$ cat src/rtl/alu_share_arbiter.sv
// Round-robin arbiter sharing one ALU between NUM_REQ requesters with registered operands/results.
// Optional grant locking is enabled by defining ALU_ARB_LOCK_EN.
module alu_share_arbiter #(
    parameter int unsigned NUM_REQ = 2,
    parameter int unsigned WIDTH   = 32,
    parameter int unsigned TAG_W   = 4
) (
    input  logic                       clk,
    input  logic                       rst,
    input  logic [NUM_REQ-1:0]         req_valid,
    output logic [NUM_REQ-1:0]         req_ready,
    input  logic [NUM_REQ*WIDTH-1:0]   req_a,
    input  logic [NUM_REQ*WIDTH-1:0]   req_b,
    input  logic [NUM_REQ*3-1:0]       req_ctrl,
    input  logic [NUM_REQ*TAG_W-1:0]   req_tag,
    input  logic [NUM_REQ-1:0]         req_lock,
    output logic [WIDTH-1:0]           alu_a,
    output logic [WIDTH-1:0]           alu_b,
    output logic [2:0]                 alu_ctrl,
    input  logic [WIDTH-1:0]           alu_result,
    input  logic [3:0]                 alu_flags,
    output logic [NUM_REQ-1:0]         rsp_valid,
    input  logic [NUM_REQ-1:0]         rsp_ready,
    output logic [WIDTH-1:0]           rsp_result,
    output logic [3:0]                 rsp_flags,
    output logic [TAG_W-1:0]           rsp_tag,
    output logic                       busy
);

    localparam int unsigned IDX_W = (NUM_REQ > 1) ? $clog2(NUM_REQ) : 1;

    typedef enum logic [1:0] {StIdle, StExec, StResp} state_e;

    state_e           state_q, state_d;
    logic [IDX_W-1:0] rr_ptr_q, rr_ptr_d;
    logic [IDX_W-1:0] grant_q, grant_d;
    logic [WIDTH-1:0] a_q, b_q, result_q;
    logic [2:0]       ctrl_q;
    logic [TAG_W-1:0] tag_q;
    logic [3:0]       flags_q;
    logic             accept;
    logic             hold_ptr;
    logic             pick_found;
    logic [IDX_W-1:0] pick_idx;
    logic [WIDTH-1:0] sel_a, sel_b;
    logic [2:0]       sel_ctrl;
    logic [TAG_W-1:0] sel_tag;

    // First valid requester at or after rr_ptr, wrapping.
    always_comb begin : rr_pick
        int unsigned idx;
        idx        = 0;
        pick_found = 1'b0;
        pick_idx   = '0;
        for (int unsigned k = 0; k < NUM_REQ; k++) begin
            idx = (32'(rr_ptr_q) + k) % NUM_REQ;
            if (!pick_found && req_valid[idx]) begin
                pick_found = 1'b1;
                pick_idx   = IDX_W'(idx);
            end
        end
    end

`ifdef ALU_ARB_LOCK_EN
    logic lock_q, lock_d;
    assign hold_ptr = lock_q;

    always_ff @(posedge clk or negedge rst) begin
        if (!rst) begin
            lock_q <= 1'b0;
        end else begin
            lock_q <= lock_d;
        end
    end
`else
    logic unused_lock;
    assign unused_lock = ^req_lock;
    assign hold_ptr    = 1'b0;
`endif

    always_comb begin : fsm
        state_d   = state_q;
        rr_ptr_d  = rr_ptr_q;
        grant_d   = grant_q;
        accept    = 1'b0;
        req_ready = '0;
        rsp_valid = '0;
`ifdef ALU_ARB_LOCK_EN
        lock_d    = lock_q;
`endif
        unique case (state_q)
            StIdle: begin
`ifdef ALU_ARB_LOCK_EN
                if (lock_q) begin
                    // Only the lock owner may be granted; an idle owner gives the lock up.
                    if (req_valid[grant_q]) begin
                        accept = 1'b1;
                    end else begin
                        lock_d = 1'b0;
                    end
                end else if (pick_found) begin
                    accept  = 1'b1;
                    grant_d = pick_idx;
                end
                if (accept) begin
                    lock_d = req_lock[grant_d];
                end
`else
                if (pick_found) begin
                    accept  = 1'b1;
                    grant_d = pick_idx;
                end
`endif
                if (accept) begin
                    req_ready[grant_d] = 1'b1;
                    state_d            = StExec;
                end
            end
            StExec: state_d = StResp;
            StResp: begin
                rsp_valid[grant_q] = 1'b1;
                if (rsp_ready[grant_q]) begin
                    state_d = StIdle;
                    if (!hold_ptr) begin
                        rr_ptr_d = (grant_q == IDX_W'(NUM_REQ - 1)) ? '0 : grant_q + 1'b1;
                    end
                end
            end
            default: state_d = StIdle;
        endcase
    end

    always_comb begin : req_mux
        sel_a    = '0;
        sel_b    = '0;
        sel_ctrl = '0;
        sel_tag  = '0;
        for (int unsigned i = 0; i < NUM_REQ; i++) begin
            if (IDX_W'(i) == grant_d) begin
                sel_a    = req_a[i*WIDTH +: WIDTH];
                sel_b    = req_b[i*WIDTH +: WIDTH];
                sel_ctrl = req_ctrl[i*3 +: 3];
                sel_tag  = req_tag[i*TAG_W +: TAG_W];
            end
        end
    end

    always_ff @(posedge clk or negedge rst) begin
        if (!rst) begin
            state_q  <= StIdle;
            rr_ptr_q <= '0;
            grant_q  <= '0;
            a_q      <= '0;
            b_q      <= '0;
            ctrl_q   <= '0;
            tag_q    <= '0;
            result_q <= '0;
            flags_q  <= '0;
        end else begin
            state_q  <= state_d;
            rr_ptr_q <= rr_ptr_d;
            grant_q  <= grant_d;
            if (accept) begin
                a_q    <= sel_a;
                b_q    <= sel_b;
                ctrl_q <= sel_ctrl;
                tag_q  <= sel_tag;
            end
            if (state_q == StExec) begin
                result_q <= alu_result;
                flags_q  <= alu_flags;
            end
        end
    end

    assign alu_a      = a_q;
    assign alu_b      = b_q;
    assign alu_ctrl   = ctrl_q;
    assign rsp_result = result_q;
    assign rsp_flags  = flags_q;
    assign rsp_tag    = tag_q;
    assign busy       = (state_q != StIdle);

endmodule

$ cat config.mk
export PLATFORM = sky130hd
export DESIGN_NAME = alu_share_arbiter
export DESIGN_NICKNAME = d
export VERILOG_FILES = /design/src/rtl/alu_share_arbiter.sv
export SDC_FILE = /design/constraint.sdc
export NUM_CORES = 1
export LEC_CHECK = 0
export CORE_AREA = 2 2 114 116
export CTS_CLUSTER_DIAMETER = 40
export CTS_CLUSTER_SIZE = 14
export DETAILED_ROUTE_END_ITERATION = 7
export DIE_AREA = 0 0 116 118
export PLACE_DENSITY = 0.9
export SLEW_MARGIN = 0
export SYNTH_ARGS = -nofsm -noshare
export SYNTH_HDL_FRONTEND = slang
export SYNTH_SLANG_ARGS = --single-unit
$ cat constraint.sdc
create_clock -name clk -period 3.6 [get_ports clk]
set_clock_uncertainty 0.05 [all_clocks]
set_input_delay 0.72 -clock clk [delete_from_list [all_inputs] [get_ports clk]]
set_output_delay 0.72 -clock clk [all_outputs]
set_load 0.05 [all_outputs]
==> results of run 1 <==
[cell families (layout without fill, tap and decap cells)]
| kind of cell | count (synthesis) | count (layout) |
|---|---|---|
| DFF | 111 | 111 |
| buffers and inverters | 52 | 324 |
| muxes | 37 | 37 |
| and+or+nand+nor | 155 | 155 |
| AOI/OAI and AO/OA | 151 | 151 |
[stage by stage]
| stage | worst slack [ns] | cell area, um2 | hold WS, ns |
|---|---|---|---|
| finish | 0.4447 | 8335 | 0.4434 |
| global route | 0.3696 | 8335 | 0.4689 |
| CTS | 0.4545 | 8335 | 0.4586 |
| detailed placement | 0.4696 | 8051 | 0.4431 |
| global placement | 0.4970 | 8051 | 0.4351 |
| floorplan | 0.9103 | 5032 | 0.3744 |
[sequential cells by signal (all words and copies together), names as in the netlist, named ones only]
register	cells
alu_b	32
rr_ptr_q	1
rsp_tag	4
rsp_result	32
alu_a	32
alu_ctrl	3
state_q	2
rsp_flags	4
[cells in the mapped netlist]
| cell type | n |
|---|---|
| or2b_1 | 1 |
| inv_1 | 2 |
| o21ai_0 | 57 |
| buf_2 | 37 |
| or3b_4 | 1 |
| a31oi_1 | 71 |
| a21o_1 | 1 |
| mux2_2 | 37 |
| nor2_2 | 1 |
| clkbuf_2 | 1 |
| clkbuf_1 | 5 |
| a21oi_1 | 2 |
| o22a_1 | 1 |
| o22ai_4 | 1 |
| nand3_1 | 71 |
| nand2b_1 | 1 |
| nor2b_1 | 1 |
| buf_4 | 7 |
| nor2_1 | 76 |
| dfrtp_1 | 111 |
| o21ai_1 | 17 |
| and2_1 | 1 |
| a21oi_4 | 1 |
| nand2_1 | 2 |
[worst max-delay path, stage by stage]
cell and delay (ns):
clkdlybuf4s50_1 0.61, o21ai_0 0.13, nor2_1 0.11, clkdlybuf4s50_1 0.82
[metal layers]
metal  vias up  track usage
met5         -            0
met4         0      0.09598
met3        40      0.06591
met2       233       0.4075
met1      2324       0.2797
li1       2351            -
[cell type report]
type                    instances  area, um2
fillers                       958       4079
repair buffers                306       3055
flip-flops and latches        111       2778
multi-input cells             343       1996
clock buffers                  11      242.7
well taps                     172      215.2
clock inverters                 5      41.29
inverters                       2      7.507
[where the power goes]
group / switching [mW] / internal, mW
Clock: 0.448 / 0.494
Sequential: 0.366 / 1.90
Combinational: 3.93 / 2.05
Total: 4.74 / 4.44
[worst min path at each step]
stage                   startpoint        endpoint  slack [ns]  cells past startpoint
CTS                 rsp_result[16]  rsp_result[16]        0.46                      1
floorplan                      rst       async pin        0.37                      0
global route        rsp_result[16]  rsp_result[16]        0.47                      1
finish                         rst       alu_b[19]        0.44                      1
global placement      rsp_flags[3]    rsp_flags[3]        0.44                      1
detailed placement  rsp_result[13]  rsp_result[13]        0.44                      1
==> impl_metrics.py, run 1 <==
metrics = {
    "run_status": {
        "status": "finished clean",
    },
    "critical_path": {
        "rr_endpoint": "alu_b[2]",
        "critPathLaunchType": "input port",
        "crit_path_end": "req_ready[1]",
        "rr_startpoint": "state_q[1]",
        "critPathArrivalTime_ns": 2.39,
        "reg2reg_depth": 5,
        "regToRegSetupSlack_ns": 1.51,
        "critPathKind": "in -> out",
        "critPathLaunch": "req_valid[1]",
        "crit_path_end_kind": "primary output",
        "required_ns": 2.83,
        "critPathMaxFanout": 5,
    },
    "layout": {
        "final_cell_mix": "clkdlybuf4s50_1 (293), dfrtp_1 (111), nor2_1 (76)",
        "fin_cells": 950,
        "n_antenna_cell": 0,
        "fin_util": 0.6714,
        "layout_commonest_cell": "clkdlybuf4s50_1",
        "fin_nets": 959,
        "area_growth_pct": 65.64,
        "drive_gt1_frac": 0.09254,
    },
    "sta": {
        "max_slew_margin": 0.3849,
        "tightest_slew_ns": 0.9226,
        "finalHoldViolCount": 0,
        "fmax_mhz": 316.9,
        "min_period_ns": 3.155,
        "tns_ns": 0,
        "drv_slew": 0,
        "post-route-period-util": 0.8765,
        "setup_viol": 0,
        "grt_setup_unrepaired": "no",
    },
    "power_and_ir_drop": {
        "p_leak_nw": 3.256,
        "irDropWorstVdd_mv": 0.9575,
        "power_density_nw_per_um2": 1102,
        "p_total_mw": 9.186,
    },
    "synth": {
        "synth_top_family_by_area": "compound AO/OA/AOI/OAI gates",
        "synthSimpleGateAreaFrac": 0.1375,
        "synth_compound_area_frac": 0.1743,
        "synth_cell_types": 24,
        "syn_area_per_cell_um2": 9.945,
        "yosys_warnings": 0,
        "synth.ff_latch_count": 111,
        "muxShareOfSynthArea": 0.08279,
        "synth_cells": 506,
        "syn_nets": 692,
        "syn-cell-area_um2": 5032,
        "synth_largest_area_cell": "dfrtp_1",
        "synth_xor_area_frac": 0,
        "synth_top_area_frac": 0.5520,
        "yosys.area_share.adder": 0,
        "ys_seq_area_frac": 0.5520,
        "synthTopCellsByArea": "dfrtp_1 (55%), a31oi_1 (8.8%), mux2_2 (8.3%)",
    },
    "floorplan": {
        "io_pins": 298,
        "die_h_um": 118,
        "die_area_um2": 13690,
        "core.rowCount": 41,
        "die_w_um": 116,
        "start_util": 0.4054,
        "core_um2": 12410,
    },
    "clock_tree": {
        "cts-hold-fix-buffers": 0,
        "htreeDepth": 3,
        "insertion_delay_ns": 0.33,
        "cts_setup_buffers": 0,
        "numCtsBuffers": 9,
        "cts_sinks": 111,
        "clkTransAtPathRegs_ns": 0.07,
        "ctsResizeCount": 0,
        "cts_tree": "built",
        "clockRootBuffer": "clkbuf_16",
        "cts_buffer_depth": 2,
    },
    "routing": {
        "first_iter_violations": 315,
        "drtAntennaViolNets": 0,
        "routed.top_layer": "met4",
        "route.met2.wl_mm": 8.054,
        "vias_per_cell": 5.208,
        "routedLengthMet1_mm": 6.222,
        "route.met3.wl_mm": 1.407,
        "drc": 0,
        "dr.pass1.iters": 4,
        "wire_per_inst_um": 17.05,
        "dr_total_vias": 4948,
        "routed_wl_mm": 16.20,
    },
    "global_routing": {
        "grt_max_degree": 84,
        "grt_pass1_vias": 5010,
        "grt_pass1_wl_mm": 25.56,
        "grt-ovfl-total": 0,
        "antenna_found_initial": 0,
        "grt_usage": 0.2384,
    },
    "place": {
        "gp_congestion": 0.7918,
        "portBuffers": 295,
        "hpwl_mm": 11.63,
        "dpl.cell_count": 934,
    },
    "run": {
        "cap_violations": 0,
    },
    "worst_hold_path": {
        "hp-class": "in -> async",
    },
}
(Power assumes the default switching activity.)
==> run 2, diff against run 1 <==
- ABC_AREA: not set -> 1
- CORE_AREA: 2 2 114 116 -> 4 4 120 122
- DIE_AREA: 0 0 116 118 -> 0 0 124 126
- PLACE_DENSITY: 0.9 -> 0.89
==> run 2 against run 1 <==
Against the previous run:
- flip-flop and latch count unchanged
- synthesized area up 12%
- global-route usage down 1.8 points
- critical path depth stayed put
- fmax rose by 2.3%
- count of clock-buffer cells in the layout decreased by 2
- clock power increased by 15%
- synthesized cell count is 40% higher
- register-to-register slack gained 0.02 ns
- sequential share of layout area fell by 2.3 points
- routed wire length is 10% higher
- combinational power is essentially flat
- critical endpoint is now req_ready[0]
- largest power group unchanged
- highest routed layer unchanged
==> impl_metrics.py, run 2 <==
metrics = {
    "run_status": {
        "status": "finished clean",
    },
    "synth": {
        "synth_most_common_cell": "nand2_1",
        "yosys.area_share.adder": 0,
        "async_flop_share": 1.000,
        "muxShareOfSynthArea": 0.07205,
        "syn_nets": 896,
        "synth_xor_area_frac": 0,
        "synth_largest_area_cell": "dfrtp_1",
        "syn_area_per_cell_um2": 7.925,
        "synth.top_cells.by_count": "nand2_1 (218), inv_1 (149), nand3_1 (142), dfrtp_1 (111), mux2_2 (36)",
        "ys.flop_type": "dfrtp_1",
        "synth.ff_latch_count": 111,
        "synth_edf_count": 0,
        "synth_top_family_by_area": "simple AND/OR/NAND/NOR gates",
        "yosys_warnings": 0,
        "syn-cell-area_um2": 5627,
        "synthSimpleGateAreaFrac": 0.2871,
        "synthTopCellsByArea": "dfrtp_1 (49%), nand2_1 (15%), nand3_1 (13%)",
        "ys_seq_area_frac": 0.4937,
        "synth_top_area_frac": 0.4937,
        "synth_compound_area_frac": 0.003558,
        "synth_cell_types": 16,
        "synth_cells": 710,
    },
    "place": {
        "placed_area_um2": 8628,
        "hpwl_mm": 12.90,
        "dpl.cell_count": 1148,
        "pre_cts_ws_ns": 0.5281,
        "gp_congestion": 0.7768,
        "portBuffers": 295,
    },
    "critical_path": {
        "regToRegSetupSlack_ns": 1.53,
        "rr_endpoint": "alu_b[16]",
        "reg2reg_depth": 7,
        "critPathMaxFanout": 3,
        "crit_path_end": "req_ready[0]",
        "critPathKind": "in -> out",
        "critPathLaunch": "req_valid[0]",
        "critPathArrivalTime_ns": 2.31,
        "critPathLaunchType": "input port",
        "rr_startpoint": "state_q[0]",
        "required_ns": 2.83,
        "crit_path_end_kind": "primary output",
    },
    "layout": {
        "fin_cells": 1163,
        "final_cell_mix": "clkdlybuf4s50_1 (293), nand2_1 (218), inv_1 (149)",
        "n_antenna_cell": 0,
        "area_growth_pct": 58.99,
        "drive_gt1_frac": 0.06788,
        "fin_nets": 1169,
        "layout_commonest_cell": "clkdlybuf4s50_1",
        "final_cell_area_um2": 8946,
    },
    "clock_tree": {
        "insertion_delay_ns": 0.34,
        "clkTransAtPathRegs_ns": 0.07,
        "cts_sinks": 111,
        "cts_buffer_depth": 2,
        "cts_setup_buffers": 0,
        "htreeDepth": 3,
        "cts_tree": "built",
        "ctsResizeCount": 0,
        "clockRootBuffer": "clkbuf_16",
        "numCtsBuffers": 9,
        "cts-hold-fix-buffers": 0,
    },
    "global_routing": {
        "grt_max_degree": 73,
        "grt_use_met1": 0.2602,
        "gr-usage-met3": 0.05919,
        "grt_usage": 0.2199,
        "grt_pass1_wl_mm": 27.00,
        "grt_pass1_vias": 5212,
        "top_usage_layer": "met2",
        "use_met2": 0.3758,
        "antenna_found_initial": 0,
        "grt-ovfl-total": 0,
    },
    "floorplan": {
        "start_util": 0.4266,
        "io_pins": 298,
        "die_w_um": 124,
        "die_area_um2": 15620,
        "die_h_um": 126,
        "core_um2": 13190,
        "core.rowCount": 42,
    },
    "sta": {
        "post-route-period-util": 0.8569,
        "tns_ns": 0,
        "setup_viol": 0,
        "max_slew_margin": 0.4034,
        "min_period_ns": 3.085,
        "grt_setup_unrepaired": "no",
        "tightest_slew_ns": 0.8918,
        "finalHoldViolCount": 0,
        "fmax_mhz": 324.2,
        "whs_ns": 0.3753,
        "setup_ws_ns": 0.5152,
        "drv_slew": 0,
    },
    "routing": {
        "vias_per_cell": 4.664,
        "dr_total_vias": 5424,
        "drtAntennaViolNets": 0,
        "wire_per_inst_um": 15.32,
        "dr.pass1.iters": 4,
        "routed_wl_mm": 17.82,
        "drc": 0,
        "first_iter_violations": 319,
    },
    "worst_hold_path": {
        "hp-class": "in -> async",
    },
    "power_and_ir_drop": {
        "irDropWorstVdd_mv": 0.6559,
        "p_leak_nw": 4.564,
        "power_density_nw_per_um2": 1041,
    },
    "run": {
        "cap_violations": 0,
    },
}
[run 2: changes by cell type after synthesis, moves of 7 or more]
cell	previous run	this run
nand2_1	2	218
inv_1	2	149
nor2_1	76	3
a31oi_1	71	0
nand3_1	71	142
o21ai_0	57	3
o21ai_1	17	0
buf_2	37	28
buf_6	0	7
[run 2: worst min path at each step]
stage | to | slack [ns] | cells after the start
final | rsp_result[28] | 0.38 | 1
after global routing | rsp_result[30] | 0.44 | 1
after CTS | rsp_result[30] | 0.41 | 1
after detailed placement | alu_a[26] | 0.41 | 2
after global placement | alu_a[4] | 0.41 | 2
after floorplan | async pin | 0.37 | 0
[run 2: worst max-delay path: stages]
cell	delay (ns)
clkdlybuf4s50_1	0.52
nand2_2	0.10
a21oi_1	0.13
clkdlybuf4s50_1	0.85
[run 2: area by class of cell]
type                    instances  area (um2)
multi-input cells             410        2041
repair buffers                300        3023
inverters                     151       566.8
fillers                      1072        4244
flip-flops and latches        111        2778
clock inverters                 6       92.59
well taps                     176       220.2
clock buffers                   9       225.2
[run 2: metal layers]
metal  part of all wire  up-vias
met2               0.50      195
met3              0.081       40
met5                  0        -
met4              0.032        0
li1                   -     2689
met1               0.38     2500
[run 2: cell families (layout without fill, tap and decap cells)]
| kind of cell | Yosys count | after routing |
|---|---|---|
| buffers and inverters | 189 | 466 |
| AOI/OAI and AO/OA | 4 | 4 |
| muxes | 36 | 36 |
| DFF | 111 | 111 |
| and+or+nand+nor | 370 | 370 |
[run 2: report_power, final]
part	switching, mW	internal (mW)	total, mW
clock	0.466	0.613	1.08
sequential	0.346	1.90	2.24
combinational	4.00	1.99	5.99
total	4.81	4.50	9.31
[run 2: per-stage QoR]
stage	util	power, mW
floorplan	-	6.320
global placement	0.6541	8.158
detailed placement	0.6541	8.285
CTS	0.6782	9.390
global route	0.6782	9.817
finish	0.6782	9.311
==> run 3, diff against run 2 <==
- RECOVER_POWER: not set -> 25
- SKIP_LAST_GASP: not set -> 1
==> run 3 against run 2 <==
Against the previous run:
- critical path depth unchanged
- largest power group unchanged
- register-to-register slack about the same
- design area decreased by 0.20%
==> impl_metrics.py, run 3 (synthesized netlist as in run 2, its figures left out) <==
metrics = {
    "critical_path": {
        "rr_startpoint": "state_q[0]",
        "critPathKind": "in -> out",
        "crit_path_end_kind": "primary output",
        "slowest_stage": "clkdlybuf4s50_1",
        "reg2reg_depth": 7,
        "critPathArrivalTime_ns": 2.31,
        "regToRegSetupSlack_ns": 1.53,
        "critPathMaxFanout": 3,
        "rr_endpoint": "alu_b[16]",
        "critPathLaunchType": "input port",
        "worst_path_most_repeated_cell": "clkdlybuf4s50_1",
        "cpPeakStageDelay_ns": 0.84,
        "required_ns": 2.83,
        "crit_chain": "clkdlybuf4s50_1 -> nand2_2 -> a21oi_1 -> clkdlybuf4s50_1",
    },
    "layout": {
        "final_cell_mix": "clkdlybuf4s50_1 (293), nand2_1 (218), inv_1 (149)",
        "area_growth_pct": 58.68,
        "num-fill-cells": 1074,
        "multiInputGateArea_um2": 2041,
        "n_antenna_cell": 0,
        "drive_gt1_frac": 0.06788,
        "layout_commonest_cell": "clkdlybuf4s50_1",
        "seqCellArea_um2": 2778,
        "final_cell_area_um2": 8929,
        "fin_nets": 1169,
    },
    "routing": {
        "vias_per_cell": 4.667,
        "drtAntennaViolNets": 0,
        "routed_wl_mm": 17.78,
        "first_iter_violations": 327,
        "drc": 0,
        "wire_per_inst_um": 15.28,
        "dr_total_vias": 5428,
        "dr.pass1.iters": 4,
    },
    "floorplan": {
        "start_util": 0.4266,
        "die_h_um": 126,
        "core_um2": 13190,
        "io_pins": 298,
        "core.rowCount": 42,
        "die_area_um2": 15620,
        "die_w_um": 124,
    },
    "power_and_ir_drop": {
        "power_density_nw_per_um2": 1042,
        "p_leak_nw": 4.558,
        "power_frac_clock": 0.116,
        "p_switching_mw": 4.805,
        "irDropWorstVdd_mv": 0.6578,
        "netSwitchingFraction": 0.5166,
        "cell_internal_pwr_mw": 4.497,
        "combPwrFrac": 0.642,
        "seq_power_share": 0.241,
    },
    "clock_tree": {
        "cts_setup_buffers": 0,
        "cts-hold-fix-buffers": 0,
        "ctsResizeCount": 0,
        "numCtsBuffers": 9,
        "htreeDepth": 3,
        "clockRootBuffer": "clkbuf_16",
        "cts_tree": "built",
        "insertion_delay_ns": 0.34,
        "cts_buffer_depth": 2,
        "clkTransAtPathRegs_ns": 0.07,
        "cts_sinks": 111,
    },
    "global_routing": {
        "grt_max_degree": 73,
        "grt_usage": 0.2199,
        "grt_pass1_vias": 5212,
        "antenna_found_initial": 0,
        "grt_pass1_wl_mm": 27.00,
        "grt-ovfl-total": 0,
    },
    "sta": {
        "setup_viol": 0,
        "post-route-period-util": 0.8551,
        "tns_ns": 0,
        "max_slew_margin": 0.04639,
        "fmax_mhz": 324.8,
        "drv_slew": 0,
        "min_period_ns": 3.078,
        "grt_setup_unrepaired": "no",
        "tightest_slew_ns": 1.430,
        "finalHoldViolCount": 0,
    },
    "run_status": {
        "status": "finished clean",
    },
    "place": {
        "gp_congestion": 0.7768,
        "placed_area_um2": 8628,
        "hpwl_mm": 12.90,
        "portBuffers": 295,
    },
    "worst_hold_path": {
        "hp-start": "alu_b[7]",
        "hold_end": "alu_b[7]",
        "min_path_cells": 2,
        "hp-class": "reg -> reg",
    },
    "run": {
        "cap_violations": 0,
    },
}
-- run 3: worst max path at each step --
stage | startpoint | endpoint | slack, ns | cells after the start
finish | req_valid[0] | req_ready[0] | 0.52 | 4
global route | rst | alu_ctrl[2] | 0.27 | 2
CTS | req_valid[0] | req_ready[0] | 0.53 | 4
detailed placement | req_valid[0] | req_ready[0] | 0.53 | 4
global placement | req_valid[0] | req_ready[0] | 0.55 | 4
floorplan | req_valid[0] | req_ready[0] | 1.28 | 2
-- run 3: cell type report --
cell class / instances / area share
tap: 176 / 0.02466
timing repair buffer: 300 / 0.3366
inverter: 151 / 0.06348
clock buffer: 9 / 0.02522
multi-input combinational: 410 / 0.2286
clock inverter: 6 / 0.01037
sequential: 111 / 0.3111
-- run 3: stage by stage --
step	hold WS (ns)	power [mW]	setup WS [ns]	instances	utilization
final	0.4282	9.302	0.5216	1163	0.6769
after CTS	0.4091	9.390	0.5264	1163	0.6782
after global routing	0.4453	9.815	0.2741	1163	0.6769
after floorplan	0.3744	6.320	1.275	710	-
after global placement	0.4106	8.158	0.5498	1148	0.6541
after detailed placement	0.4141	8.285	0.5281	1148	0.6541
-- run 3: power by group through the flow --
stage                     logic, mW  registers (mW)  clock network, mW
after detailed placement       6.03            2.26                  0
after global placement         5.94            2.22                  0
final                          5.97            2.25               1.08
after CTS                      6.05            2.25               1.10
after floorplan                1.94            4.38                  0
after global routing           6.35            2.32               1.15
-- run 3: critical path: cells and delay by family --
kind | cells | cell delay, ns
buffers and inverters | 2 | 1.36
AOI/OAI and AO/OA | 1 | 0.13
and+or+nand+nor | 1 | 0.10
-- run 3: metal layers --
layer,vias to the layer above,wire [um],global-route usage
met5,-,0,0
met1,2496,6720,0.2602
met2,202,9038,0.3758
met4,0,559,0.08892
li1,2690,-,-
met3,40,1458,0.05919
